<file path="config.mk">
export PLATFORM = sky130hd
export DESIGN_NAME = mem_port_arbiter
export DESIGN_NICKNAME = d
export VERILOG_FILES = /design/src/rtl/mm_pkg.sv /design/src/rtl/mem_port_arbiter.sv
export SDC_FILE = /design/constraint.sdc
export NUM_CORES = 1
export LEC_CHECK = 0
export BUFFER_PORTS_ARGS = -buffer_cell sky130_fd_sc_hd__buf_2
export CAP_MARGIN = 5
export CORE_MARGIN = 3
export CORE_UTILIZATION = 34
export CTS_BUF_LIST = sky130_fd_sc_hd__clkbuf_2 sky130_fd_sc_hd__clkbuf_4 sky130_fd_sc_hd__clkbuf_8
export CTS_CLUSTER_SIZE = 12
export DETAILED_ROUTE_END_ITERATION = 8
export PLACE_DENSITY = 0.81
export SLEW_MARGIN = 20
export SYNTH_ARGS = -nofsm -noshare
export SYNTH_HDL_FRONTEND = slang
export SYNTH_SLANG_ARGS = --single-unit
</file>
<file path="constraint.sdc">
create_clock -name clk -period 2 [get_ports clk]
set_input_delay 0.4 -clock clk [delete_from_list [all_inputs] [get_ports clk]]
set_output_delay 0.4 -clock clk [all_outputs]
set_load 0.01 [all_outputs]
</file>
<file path="src/rtl/mm_pkg.sv">
// Shared encodings for the matvec operand/result memory arbiter.
package mm_pkg;

    typedef enum logic [1:0] {
        S_IDLE  = 2'b00,
        S_OWN_E = 2'b01,
        S_OWN_H = 2'b10
    } arb_state_e;

    localparam logic PORT_E = 1'b0;
    localparam logic PORT_H = 1'b1;

endpackage

</file>
<file path="src/rtl/mem_port_arbiter.sv">
// Two-port round-robin arbiter (engine/host) in front of the single-port
// operand/result memory, with bounded bursts and tagged read-return steering.
//
// state   | meaning
// --------+-----------------------------------------------------------
// S_IDLE  | nobody owns the memory; no grants, pick next owner
// S_OWN_E | engine owns the port; e_gnt follows e_req
// S_OWN_H | host owns the port; h_gnt follows h_req
module mem_port_arbiter
    import mm_pkg::*;
#(
    parameter int ADDR_W    = 6,
    parameter int DATA_W    = 16,
    parameter int MAX_BURST = 8
) (
    input  logic              clk,
    input  logic              rst,

    input  logic              e_req,
    input  logic              e_we,
    input  logic [ADDR_W-1:0] e_addr,
    input  logic [DATA_W-1:0] e_wdata,
    output logic              e_gnt,
    output logic              e_rvalid,
    output logic [DATA_W-1:0] e_rdata,

    input  logic              h_req,
    input  logic              h_we,
    input  logic [ADDR_W-1:0] h_addr,
    input  logic [DATA_W-1:0] h_wdata,
    output logic              h_gnt,
    output logic              h_rvalid,
    output logic [DATA_W-1:0] h_rdata,

    output logic              mem_en,
    output logic              mem_we,
    output logic [ADDR_W-1:0] mem_addr,
    output logic [DATA_W-1:0] mem_wdata,
    input  logic [DATA_W-1:0] mem_rdata,

    output logic [1:0]        owner
);

    localparam int              CNT_W     = $clog2(MAX_BURST);
    localparam logic [CNT_W-1:0] LAST_BEAT = CNT_W'(MAX_BURST - 1);

    arb_state_e       state_q, state_d;
    logic [CNT_W-1:0] beat_cnt_q, beat_cnt_d;
    logic             last_owner_q, last_owner_d;
    logic             rd_pending_q, rd_pending_d;
    logic             rd_tag_q, rd_tag_d;

    logic             xfer;
    logic             xfer_we;
    logic             xfer_port;

    always_ff @(posedge clk or negedge rst) begin
        if (!rst) begin
            state_q      <= S_IDLE;
            beat_cnt_q   <= '0;
            last_owner_q <= PORT_H;
            rd_pending_q <= 1'b0;
            rd_tag_q     <= PORT_E;
        end else begin
            state_q      <= state_d;
            beat_cnt_q   <= beat_cnt_d;
            last_owner_q <= last_owner_d;
            rd_pending_q <= rd_pending_d;
            rd_tag_q     <= rd_tag_d;
        end
    end

    always_comb begin
        state_d   = state_q;
        e_gnt     = 1'b0;
        h_gnt     = 1'b0;
        xfer      = 1'b0;
        xfer_we   = 1'b0;
        xfer_port = PORT_E;
        mem_addr  = '0;
        mem_wdata = '0;

        case (state_q)
            S_IDLE: begin
                if (e_req && h_req) begin
                    state_d = (last_owner_q == PORT_H) ? S_OWN_E : S_OWN_H;
                end else if (e_req) begin
                    state_d = S_OWN_E;
                end else if (h_req) begin
                    state_d = S_OWN_H;
                end
            end

            S_OWN_E: begin
                e_gnt     = e_req;
                xfer      = e_req;
                xfer_we   = e_we;
                xfer_port = PORT_E;
                mem_addr  = e_addr;
                mem_wdata = e_wdata;
                if (!e_req) begin
                    state_d = h_req ? S_OWN_H : S_IDLE;
                end else if ((beat_cnt_q == LAST_BEAT) && h_req) begin
                    state_d = S_OWN_H;
                end
            end

            S_OWN_H: begin
                h_gnt     = h_req;
                xfer      = h_req;
                xfer_we   = h_we;
                xfer_port = PORT_H;
                mem_addr  = h_addr;
                mem_wdata = h_wdata;
                if (!h_req) begin
                    state_d = e_req ? S_OWN_E : S_IDLE;
                end else if ((beat_cnt_q == LAST_BEAT) && e_req) begin
                    state_d = S_OWN_E;
                end
            end

            default: state_d = S_IDLE;
        endcase
    end

    // Beat counter wraps freely while the other side is idle; only a state
    // change (including forced yield) clears it.
    always_comb begin
        beat_cnt_d   = beat_cnt_q;
        last_owner_d = last_owner_q;
        if (state_d != state_q) begin
            beat_cnt_d = '0;
            if (state_d == S_OWN_E) begin
                last_owner_d = PORT_E;
            end else if (state_d == S_OWN_H) begin
                last_owner_d = PORT_H;
            end
        end else if (xfer) begin
            beat_cnt_d = beat_cnt_q + CNT_W'(1);
        end
    end

    // Tag is captured at issue so a read stays with its requester across a handover.
    always_comb begin
        rd_pending_d = xfer & ~xfer_we;
        rd_tag_d     = rd_tag_q;
        if (rd_pending_d) begin
            rd_tag_d = xfer_port;
        end
    end

    assign mem_en   = xfer;
    assign mem_we   = xfer & xfer_we;

    assign e_rvalid = rd_pending_q & (rd_tag_q == PORT_E);
    assign h_rvalid = rd_pending_q & (rd_tag_q == PORT_H);
    assign e_rdata  = mem_rdata;
    assign h_rdata  = mem_rdata;

    assign owner    = state_q;

endmodule

</file>
==> out/summary.txt <==
Worst-margin pin slew: 365 ps
FF+latch area: 204 um^2
Final Max Tran Viols: 0
Outcome: finished with violations
Non-filler cells, final: 282
Reg-to-reg startpoint: owner[1]
IO buf count: 79
Buf+Inv Stages, Crit Path: 1
Hold_buf cts: 0
Slowest CP cell: dfrtp_2
# IOs: 128
Fillers: 362
RePlAce Congestion: 0.925
Final Util: 0.486
Vias per inst: 4.95
Synthesized flop and latch total: 8
Crit path required time: 2150 ps
Clock Tree Buf Depth: 2
Vias in the first global route: 1187
Area contributors post-synth: buf_4 (19%), dfrtp_1 (13%), a22oi_1 (13%), nor2b_1 (12%), ha_1 (6.6%)
Synth cell types: 42
Placed insts: 268
Multi-input gate area: 861 um^2
R2R setup slack: -150 ps
Worst vdd ir: 0.762 mV
GRT Total Usage: 0.144
DIE HEIGHT: 68.5 um
Number of clock sinks: 8
Core area: 0.00372 mm^2
Synthesized area: 0.00133 mm^2
Drt pass-1 iters: 4
Violated checks: negative setup slack
Hold crit path type: in -> async
Post-synth ARST share: 1.00
First-pass GRT wire length: 5290 um
Gate Count Post-Synth: 170
DP Area: 0.00161 mm^2
Setup CP Type: reg -> reg
Initial antenna violation count: 0
Max-cap check violation count: 0
Post-synth top cells: buf_4 (33), nor2b_1 (25), a22oi_1 (23), nand2_1 (9), inv_1 (8)
DP HPWL: 2820 um
Clock buffer count from CTS: 3
Element type at the critical path end: flip-flop
Worst-path maximum fanout: 7
DRT iter0 DRCs: 34
Grt total ovfl: 0
DRC errors left: 0
Syn Nets: 243
Clk root buf: clkbuf_8
Ys Warns: 0
Syn_area_per_cell: 7.81 um^2
Maximum clock frequency: 465 MHz
Worst-skew pair later-pin latency: 230 ps
Antenna Cells: 0
H-tree levels: 1
Arrival time at the worst endpoint: 2300 ps
WL/cell: 14.1 um
Pre-CTS setup slack: -99.4 ps
Final Critical Period: 2150 ps
Max incr delay on CP: 410 ps
Slew HR: 0.756
Clock transition at path regs: 40 ps
EDFF count, synth: 0
Layout Nets: 308
CTS tree: yes
Final setup margin: -149 ps
Cell mode on critical path: a21o_1
Seq/Total Area, Yosys: 0.152
Top FF cell, synth: dfrtp_1
Finish-stage setup viols: 2
RSZ-0062 raised after global routing: true
Antenna viol nets, final: 0
Pwr dens: 1390 mW/mm^2
Hold Vio Cnt, Final: 0
Largest delay share family, worst path: compound AO/OA/AOI/OAI gates
Area leader, netlist: buf_4
Area Growth Syn to Fin: 35.9%
Leakage power: 0.906 nW
Fin area: 0.00180 mm^2
Pin count of the biggest net entering global routing: 23
Starting density of the core: 0.357
Reg2reg path depth: 9
Die width: 68.5 um
Fin crit share: 1.07
Row cnt: 22
Synth top area share: 0.187
Final wirelength: 3990 um
Die area: 0.00469 mm^2
Most numerous cell in the Yosys netlist: buf_4
Vias: 1395
Crit Reg-Reg Endpoint: last_owner_q
Share of cells above drive strength 1: 0.543
Max Clock Skew: 2.75 ps
Crit path cell chain: inv_4 -> ha_4 -> and2_4 -> a21o_1 -> a32oi_1 -> a21o_1 -> ha_1 -> a31oi_1 -> mux2i_1
Crit path launch type: flip-flop
==> state kept, by name (all words and copies together) (netlist names) <==
name	cells
rd_pending_q	1
owner	2
last_owner_q	1
beat_cnt_q	3
rd_tag_q	1
==> stage by stage <==
| step | power, mW | hold WS (ps) | TNS (ps) |
|---|---|---|---|
| global route | 2.71 | 11.0 | -499 |
| finish | 2.50 | 5.86 | -234 |
| CTS | 2.29 | 8.80 | -84.1 |
| global placement | 1.93 | 248 | -29.8 |
| floorplan | 1.49 | 104 | -74.7 |
| detailed placement | 1.96 | 250 | -99.4 |
==> kinds of logic (layout without fill, tap and decap cells) <==
kind of cell,Yosys count,in the layout,share of synthesized area
adder cells (fa/ha/maj),7,7,0.0660
AO/OA/AOI/OAI,47,47,0.272
AND/OR/NAND/NOR,55,55,0.238
buffers and inverters,51,115,0.257
multiplexers,1,1,0.00754
XOR/XNOR,1,1,0.00660
flip-flops,8,8,0.152
==> cell type report <==
type                       instances  area share
multi-input combinational        111       0.477
timing repair buffer             103       0.330
sequential                         8       0.113
tap                               48      0.0333
clock buffer                       4      0.0270
inverter                           8      0.0194
==> where the power goes <==
group,internal [mW],switching [mW]
logic,1.00,1.00
clock network,0.152,0.0636
registers,0.226,0.0565
==> placed cells by master, fill, tap and decap left out, types with 2 or more instances in the layout <==
cell type  netlist  routed
inv_2            0       2
buf_4           33      18
inv_1            8       4
ha_4             0       4
buf_6            2       4
or2b_1           2       2
dfrtp_2          0       2
dfrtp_1          7       5
a21o_1           2       2
a211oi_1         2       2
a22oi_1         23      23
o2111ai_1        2       2
o21ai_0          2       2
nor2b_1         25      25
nand2b_1         3       3
a21oi_1          3       2
buf_2            1      80
clkbuf_8         1       3
inv_4            0       2
nand2_1          9       9
nand3_1          4       4
ha_1             7       2
nor2_1           7       7
==> routing by layer <==
layer,vias to the layer above,GRT usage,part of all wire
li1,695,-,-
met1,642,0.171,0.38
met2,52,0.255,0.54
met3,6,0.0263,0.065
met4,0,0.0521,0.011
met5,-,0,0
==> how the worst max path moves through the flow <==
stage                       start      endpoint  cells after the start
global route             owner[1]  last_owner_q                      9
floorplan           beat_cnt_q[0]  last_owner_q                     10
CTS                 beat_cnt_q[1]  last_owner_q                      9
finish                   owner[1]  last_owner_q                      9
detailed placement  beat_cnt_q[0]  last_owner_q                      9
global placement    beat_cnt_q[0]  last_owner_q                      9
==> timing repair <==
item                                    4_1_cts  5_1_grt
pin swaps                                     4        9
gates resized for setup                       4       14
gates cloned                                  0        1
buffers inserted                              6        3
endpoints found under the setup margin        3       29
Power figures use the tool's default switching activity.
